### config.mk
export PLATFORM = sky130hd
export DESIGN_NAME = keypad_code_entry
export DESIGN_NICKNAME = d
export VERILOG_FILES = /design/src/rtl/keypad_code_entry.sv
export SDC_FILE = /design/constraint.sdc
export NUM_CORES = 1
export LEC_CHECK = 0
export ABC_AREA = 1
export BUFFER_PORTS_ARGS = -buffer_cell sky130_fd_sc_hd__buf_2
export CAP_MARGIN = 10
export CORE_UTILIZATION = 45
export CTS_BUF_LIST = sky130_fd_sc_hd__clkbuf_2 sky130_fd_sc_hd__clkbuf_4 sky130_fd_sc_hd__clkbuf_8
export DETAILED_ROUTE_END_ITERATION = 7
export GPL_TIMING_DRIVEN = 1
export PLACE_DENSITY = 0.61
export SYNTH_ARGS = -nofsm -noshare
export SYNTH_HDL_FRONTEND = slang
export SYNTH_SLANG_ARGS = --single-unit
### constraint.sdc
create_clock -name clk -period 2.3 [get_ports clk]
set_input_delay 0.115 -clock clk [delete_from_list [all_inputs] [get_ports clk]]
set_output_delay 0.115 -clock clk [all_outputs]
set_load 0.01 [all_outputs]
### src/rtl/keypad_code_entry.sv
// keypad_code_entry: collects keypad digits into a code and sends it to the
// password checker over a req/ack handshake. It drives the unlocked flag and
// applies a timed lockout after repeated failures.
// Optional feature macro: AUTO_RELOCK_EN. When it is defined, the block relocks
// after UNLOCK_CYC idle cycles in the unlocked state.
module keypad_code_entry #(
    parameter int CODE_W      = 8,
    parameter int MAX_FAILS   = 3,
    parameter int LOCK_CYCLES = 1000,
    parameter int UNLOCK_CYC  = 5000
) (
    input  logic              clk,
    input  logic              rst,
    input  logic              key_valid,
    input  logic [3:0]        key_data,
    output logic              key_ready,
    output logic [CODE_W-1:0] pass_input,
    output logic              pass_req,
    input  logic              pass_ack,
    input  logic              pass_check,
    output logic              unlocked,
    output logic              locked_out,
    output logic [3:0]        fail_cnt
);

    localparam int N      = CODE_W / 4;
    localparam int CNT_W  = $clog2(N + 1);
    localparam int LOCK_W = $clog2(LOCK_CYCLES + 1);
`ifdef AUTO_RELOCK_EN
    localparam int IDLE_W = $clog2(UNLOCK_CYC + 1);
`endif

    localparam logic [3:0] KEY_CLEAR = 4'hE;
    localparam logic [3:0] KEY_ENTER = 4'hF;

    typedef enum logic [1:0] {
        S_COLLECT,
        S_REQ,
        S_UNLOCKED,
        S_LOCKOUT
    } state_t;

    state_t              state;
    logic [CNT_W-1:0]    digit_cnt;
    logic [LOCK_W-1:0]   lock_timer;
`ifdef AUTO_RELOCK_EN
    logic [IDLE_W-1:0]   idle_timer;
`endif

    logic                key_fire;
    logic                is_digit;
    logic [CODE_W+3:0]   shifted;
    logic [3:0]          fail_next;

    // Key acceptance decode and the shifted code for an incoming digit.
    always_comb begin
        key_fire  = key_valid & key_ready;
        is_digit  = (key_data <= 4'd9);
        shifted   = {pass_input, key_data};
        fail_next = fail_cnt + 4'd1;
    end

    // Main control FSM; every output is registered here.
    always_ff @(posedge clk) begin
        if (rst) begin
            state      <= S_COLLECT;
            pass_input <= '0;
            digit_cnt  <= '0;
            pass_req   <= 1'b0;
            key_ready  <= 1'b1;
            unlocked   <= 1'b0;
            locked_out <= 1'b0;
            fail_cnt   <= 4'd0;
            lock_timer <= '0;
`ifdef AUTO_RELOCK_EN
            idle_timer <= '0;
`endif
        end else begin
            case (state)
                S_COLLECT, S_UNLOCKED: begin
                    if (key_fire) begin
`ifdef AUTO_RELOCK_EN
                        idle_timer <= '0;
`endif
                        if (is_digit) begin
                            pass_input <= shifted[CODE_W-1:0];
                            if (digit_cnt != CNT_W'(N))
                                digit_cnt <= digit_cnt + 1'b1;
                        end else if (key_data == KEY_CLEAR) begin
                            pass_input <= '0;
                            digit_cnt  <= '0;
                            if (state == S_UNLOCKED && digit_cnt == '0) begin
                                unlocked <= 1'b0;
                                state    <= S_COLLECT;
                            end
                        end else if (key_data == KEY_ENTER) begin
                            if (digit_cnt == CNT_W'(N)) begin
                                state     <= S_REQ;
                                pass_req  <= 1'b1;
                                key_ready <= 1'b0;
                            end else begin
                                pass_input <= '0;
                                digit_cnt  <= '0;
                            end
                        end
                    end
`ifdef AUTO_RELOCK_EN
                    else if (state == S_UNLOCKED) begin
                        if (idle_timer == IDLE_W'(UNLOCK_CYC - 1)) begin
                            unlocked   <= 1'b0;
                            pass_input <= '0;
                            digit_cnt  <= '0;
                            idle_timer <= '0;
                            state      <= S_COLLECT;
                        end else begin
                            idle_timer <= idle_timer + 1'b1;
                        end
                    end
`endif
                end

                S_REQ: begin
                    if (pass_ack) begin
                        pass_req   <= 1'b0;
                        pass_input <= '0;
                        digit_cnt  <= '0;
                        if (pass_check) begin
                            unlocked  <= 1'b1;
                            fail_cnt  <= 4'd0;
                            key_ready <= 1'b1;
                            state     <= S_UNLOCKED;
`ifdef AUTO_RELOCK_EN
                            idle_timer <= '0;
`endif
                        end else begin
                            unlocked <= 1'b0;
                            fail_cnt <= fail_next;
                            if (fail_next == 4'(MAX_FAILS)) begin
                                locked_out <= 1'b1;
                                lock_timer <= '0;
                                key_ready  <= 1'b0;
                                state      <= S_LOCKOUT;
                            end else begin
                                key_ready <= 1'b1;
                                state     <= S_COLLECT;
                            end
                        end
                    end
                end

                S_LOCKOUT: begin
                    if (lock_timer == LOCK_W'(LOCK_CYCLES - 1)) begin
                        locked_out <= 1'b0;
                        fail_cnt   <= 4'd0;
                        key_ready  <= 1'b1;
                        state      <= S_COLLECT;
                    end else begin
                        lock_timer <= lock_timer + 1'b1;
                    end
                end

                default: begin
                    state <= S_COLLECT;
                end
            endcase
        end
    end

endmodule

==> results.yml, run 1 <==
outcome:
  status: "complete, no violations"
yosys:
  yosys-top-cells-area: "dfxtp_1 33%, nand2_1 17%, nor2_1 8.6%"
  synth.avg_cell_area_sq_um: 6.55
  ys_seq_elements: 30
  synth_area_sq_um: 1840
  synth.most_common_cell: "nand2_1"
  synthArstFlopShare_pct: 0
  netlist_instances: 281
  ys_types: 31
  synth_top_cell_area_share_pct: 32.6
  synth-main-ff-cell: "dfxtp_1"
  synth_nets: 295
  yosys_warnings: 0
  ys_seq_area_share_pct: 32.6
  yosysTopAreaCell: "dfxtp_1"
  yosys-top-cells-count: "83 x nand2_1, 42 x nor2_1, 30 x dfxtp_1"
  synth_edf_count: 0
floorplanning:
  initial_core_util_pct: 48.5
  die_h_microns: 66.0
  fp.dieW_microns: 66.0
  rows: 22
  die-area_sq_um: 4350
  core_sq_um: 3800
  ios: 25
clock_tree:
  clk_pin_slew_worst_paths_ns: 0.07
  cts_hold_buf: 0
  cts_tree: "done"
  post_cts_buffers: 0
  clk_path_buf_depth: 2
  htreeDepth: 2
  cts.sinks: 30
  ctsResizeCount: 0
  clk_latency_ns: 0.28
  clockRootBuffer: "clkbuf_8"
  cts_buffers: 5
critical_path:
  r2r-start: "fail_cnt[1]"
  critPathArrivalTime_ns: 1.79
  rr_endpoint: "lock_timer[3]"
  critPathMaxFanout: 10
  reg2regPathDepth: 10
  cp.required_ns: 2.48
  r2r_slack_ns: 0.69
  cp-end-kind: "flip-flop"
  critPathKind: "reg2reg"
  startpoint_type: "flip-flop"
layout:
  layout.nets: 322
  num_antenna_cells: 0
  area_delta_synth_final_pct: 13.9
  fill_cells: 397
  drive_gt1_share_pct: 18.8
power_and_ir_drop:
  leakagePower_uw: 0.000945
  peakVddDrop_v: 0.000324
  powerDensity_nw_per_um2: 532
  power.total_uw: 1120
global_route:
  grt_pass1_vias: 1553
  grt_max_degree: 18
  grtUsageTotal_pct: 21.2
  grt.met3_usage_pct: 5.86
  grt.busiest_layer: "met2"
  antenna_found_initial: 0
  grt_util_met2_pct: 32.9
  overflow: 0
  grtUsageMet1_pct: 27.8
  grt_first_pass_wirelength_microns: 6930
min_path:
  min_path_cells: 3
  min_path_type: "in2reg"
  hold-path-endpoint: "pass_input[0]"
  holdCritStartpoint: "key_data[0]"
timing:
  maxSlewHeadroom_pct: 66.3
  hold_viol_final: 0
  whs_ns: 0.106
  fmaxAchievable_ghz: 0.620
  rsz0062_at_grt: "no"
  worst_pin_slew_ns: 0.505
  min_period_ns: 1.61
  setup_slack_ns: 0.687
  setup_tns_ns: 0
  post-route-period-util_pct: 70.2
  setup_viol_count_final: 0
  drv_slew: 0
  skew_ns: 0.00331
route:
  drt-pass1-iter-count: 4
  via_count: 1769
  drt_wl_total_microns: 4180
  viasPerCell: 4.96
  wire_per_inst_microns: 11.7
  drc: 0
  drt_iter0_markers: 99
  ant_nets: 0
job:
  cap_viol_max_count: 0
place:
  io_buffers: 24
  routabilityCongestion: 0.872
  post-place-ws_ns: 0.689
  place_hpwl_microns: 3010
==> sequential cells by signal, summed over array words and instances, names as in the netlist <==
| register | cells |
|---|---|
| digit_cnt | 2 |
| fail_cnt | 4 |
| key_ready | 1 |
| lock_timer | 10 |
| locked_out | 1 |
| pass_input | 8 |
| pass_req | 1 |
| state | 2 |
| unlocked | 1 |
==> cell families after synthesis <==
family | after synthesis | synth area share [%]
fa+ha+maj | 5 | 3.40
flops | 30 | 32.6
simple gates | 176 | 46.0
compound gates | 35 | 10.3
buf+inv | 35 | 7.68
==> layout make-up <==
| class | instances | area (sq um) | share of cell area [%] |
|---|---|---|---|
| multi-input combinational | 216 | 1100 | 52.4 |
| sequential | 30 | 601 | 28.6 |
| inverter | 31 | 123 | 5.84 |
| timing repair buffer | 24 | 120 | 5.72 |
| clock buffer | 7 | 90.1 | 4.29 |
| tap | 48 | 60.1 | 2.86 |
| clock inverter | 1 | 5.00 | 0.239 |
==> stage by stage <==
step,utilization [%],cells,area [sq um]
after CTS,55.2,357,2100
after global placement,52.7,349,2000
after global routing,55.2,357,2100
final,55.2,357,2100
after floorplan,-,281,1840
after detailed placement,52.7,349,2000
==> critical path, stage by stage, from the launching register on <==
cell and delay [ns]:
dfxtp_1 0.43, ha_1 0.20, inv_1 0.04, nand2_1 0.05, nand2_1 0.09, nor2_2 0.17, nand4_4 0.19, nand2_4 0.17
nand2_1 0.06, nand2_1 0.06, nor2_1 0.05
==> worst max-delay path by stage <==
stage                   from  depth (start not counted)  slack [ns]             to
2_1_floorplan    fail_cnt[1]                         10        0.86  lock_timer[8]
3_3_place_gp   lock_timer[0]                          8        0.72       state[1]
3_5_place_dp     fail_cnt[1]                         10        0.69  lock_timer[3]
4_1_cts          fail_cnt[1]                         10        0.67  lock_timer[3]
5_1_grt          fail_cnt[1]                         10        0.49  lock_timer[3]
6_report         fail_cnt[1]                         10        0.69  lock_timer[3]
==> layout by cell type (no fill, tap or decap), types with 2 or more instances in the layout <==
cell type	netlist	routed
nand2_1	83	83
nor2_1	42	42
dfxtp_1	30	30
inv_1	26	26
buf_2	0	24
a21oi_1	23	23
nand3_1	19	19
nand4_1	9	9
clkbuf_8	0	6
ha_1	5	5
nand3_2	4	4
nand2_4	4	4
o21ai_0	4	4
nand2_2	3	3
o21ai_1	3	3
nor2_2	3	3
nand3b_1	3	3
clkinv_2	1	2
inv_2	2	2
inv_4	2	2
a21oi_2	2	2
==> metal layers <==
metal / wire length [microns] / vias up
met5: 0 / -
met1: 2150 / 773
li1: - / 962
met3: 125 / 4
met4: 32 / 0
met2: 1870 / 30
==> power by group <==
part / switching [uW] / internal [uW]
combinational: 80.9 / 39.8
sequential: 7.46 / 530
clock: 205 / 253
total: 293 / 823
No activity file was read; power rests on OpenSTA's default activity.
==> run 2, diff against run 1 <==
--- a/config.mk
+++ b/config.mk
@@ -12,7 +12,7 @@
 export CTS_BUF_LIST = sky130_fd_sc_hd__clkbuf_2 sky130_fd_sc_hd__clkbuf_4 sky130_fd_sc_hd__clkbuf_8
 export DETAILED_ROUTE_END_ITERATION = 7
 export GPL_TIMING_DRIVEN = 1
-export PLACE_DENSITY = 0.61
+export PLACE_DENSITY = 0.63
 export SYNTH_ARGS = -nofsm -noshare
 export SYNTH_HDL_FRONTEND = slang
 export SYNTH_SLANG_ARGS = --single-unit
==> constraint.sdc (replaced) <==
create_clock -name clk -period 1.3 [get_ports clk]
set_input_delay 0.065 -clock clk [delete_from_list [all_inputs] [get_ports clk]]
set_output_delay 0.065 -clock clk [all_outputs]
set_load 0.01 [all_outputs]
==> run 2 against run 1 <==
Net effect:
- the flow now finishes with violations (setup timing)
- first-iteration DRC count shrank 2.0%
- clock power grew to 2.6 times the previous value
- clock-buffer cell count shrank 1
- clock skew grew 0.0018 ns
- maximum frequency grew 13%
- routed wire length grew 18%
- worst setup slack lost 0.81 ns
- sequential cell count is the same
- register-to-register slack lost 0.81 ns
- die area is the same
- via count grew 14%
==> results.yml, run 2 (synthesis results as in run 1) <==
layout:
  largest_reg_flops: 10
  area_delta_synth_final_pct: 46.4
  layout.nets: 363
  num_antenna_cells: 0
  reg.largest.list: "lock_timer x10, pass_input x8, fail_cnt x4"
  mostFrequentLayoutCell: "nand2_1"
  layout_common_cells: "72 x nand2_1, 38 x nor2_1, 34 x buf_4"
  multi_input_area_sq_um: 1310
  seq_area_sq_um: 623
  regMostFlops: "lock_timer"
  fill_cells: 315
  drive_gt1_share_pct: 40.6
critical_path:
  r2r_slack_ns: -0.12
  rr_endpoint: "lock_timer[0]"
  critPathKind: "reg2reg"
  critPathMaxFanout: 3
  r2r-start: "lock_timer[0]"
  reg2regPathDepth: 8
  cp-end-kind: "flip-flop"
  cp.required_ns: 1.47
  startpoint_type: "flip-flop"
  critPathArrivalTime_ns: 1.59
timing:
  worst_pin_slew_ns: 0.497
  maxSlewHeadroom_pct: 66.8
  setup_tns_ns: -1.14
  rsz0062_at_grt: "yes"
  setup_viol_count_final: 15
  post-route-period-util_pct: 109
  drv_slew: 0
  fmaxAchievable_ghz: 0.703
  setup_slack_ns: -0.123
  skew_ns: 0.00511
  hold_viol_final: 0
  min_period_ns: 1.42
min_path:
  min_path_cells: 3
  holdCritStartpoint: "key_data[0]"
  min_path_type: "in2reg"
  hold-path-endpoint: "pass_input[0]"
floorplanning:
  die_h_microns: 66.0
  ios: 25
  rows: 22
  fp.dieW_microns: 66.0
  die-area_sq_um: 4350
  initial_core_util_pct: 48.5
  core_sq_um: 3800
power_and_ir_drop:
  p_seq_share_pct: 38.9
  peakVddDrop_v: 0.000543
  leakagePower_uw: 0.00119
  swShare_pct: 23.3
  powerDensity_nw_per_um2: 901
  switchingPower_uw: 567
  p_comb_share_pct: 11.7
  clkPwrFrac_pct: 49.3
  p_int_uw: 1860
clock_tree:
  htreeDepth: 2
  cts_buffers: 5
  clk_latency_ns: 0.29
  clk_pin_slew_worst_paths_ns: 0.07
  cts_hold_buf: 0
  cts.sinks: 30
  cts_tree: "done"
  clk_path_buf_depth: 2
  clockRootBuffer: "clkbuf_8"
route:
  via_count: 2016
  drc: 0
  drt-pass1-iter-count: 4
  drt_iter0_markers: 97
  drt_wl_total_microns: 4920
  wire_per_inst_microns: 12.4
  viasPerCell: 5.07
  ant_nets: 0
global_route:
  grtUsageTotal_pct: 24.1
  overflow: 0
  antenna_found_initial: 0
  grt_pass1_vias: 1843
  grt_max_degree: 17
  grt_first_pass_wirelength_microns: 8030
place:
  place_hpwl_microns: 3350
  routabilityCongestion: 0.897
  io_buffers: 24
  post-place-ws_ns: -0.155
outcome:
  violations: "setup timing"
  status: "complete, but fails checks"
job:
  cap_viol_max_count: 0
run 2: cell types whose count changed in the layout (fill, tap and decap cells not counted), sizes merged:
cell    delta
nand3      +1
clkinv     -2
clkbuf     -1
bufinv     +2
buf       +39
inv        +1
nand2      +1
run 2: per-stage QoR:
step | area (sq um) | total power [uW] | cells | hold WS (ns) | util (%)
floorplan | 1880 | 1120 | 281 | 0.205 | -
global route | 2700 | 2520 | 398 | 0.0699 | 71.0
global placement | 2300 | 1220 | 383 | 0.345 | 60.4
finish | 2700 | 2430 | 398 | 0.0491 | 71.0
CTS | 2550 | 2420 | 396 | 0.0428 | 67.1
detailed placement | 2300 | 1220 | 383 | 0.348 | 60.4
run 2: worst max path at each step:
stage	startpoint	end	slack, ns
finish	lock_timer[0]	lock_timer[0]	-0.12
CTS	lock_timer[0]	fail_cnt[1]	-0.10
global placement	lock_timer[1]	state[0]	-0.13
floorplan	lock_timer[1]	state[0]	-0.09
detailed placement	lock_timer[1]	state[0]	-0.16
global route	lock_timer[3]	lock_timer[8]	-0.23
run 2: layout make-up:
class	count	share of cell area [%]
well taps	48	2.23
flip-flops and latches	30	23.1
inverters	31	4.78
clock inverters	2	2.23
clock buffers	6	3.06
multi-input cells	218	48.6
repair buffers	63	16.0
run 2: per-layer routing:
layer | GRT usage [%] | vias to the layer above | routed length, microns
met4 | 8.78 | 0 | 115
met3 | 5.69 | 11 | 204
met2 | 39.8 | 53 | 2290
met5 | 0 | - | 0
met1 | 30.4 | 904 | 2310
li1 | - | 1048 | -
run 2: critical path: stages (launching register included):
cell and delay (ns):
dfxtp_2 0.35, ha_4 0.15, nand2_4 0.06, nor3_4 0.17
nand3_4 0.15, buf_4 0.17, buf_4 0.12, nand3b_1 0.07
a21oi_1 0.06
run 2: repair_timing:
item | in CTS | in global routing
gates resized for setup | 21 | 38
setup endpoints to repair | 25 | 30
cloned | 2 | 0
setup buffers | 4 | 2
pin swaps | 13 | 9
run 2: power by group through the flow:
stage	registers, uW	clock network (uW)	logic (uW)
after global placement	968	0	247
after global routing	948	1260	315
after CTS	948	1210	259
final	946	1200	285
after detailed placement	968	0	248
after floorplan	973	0	145
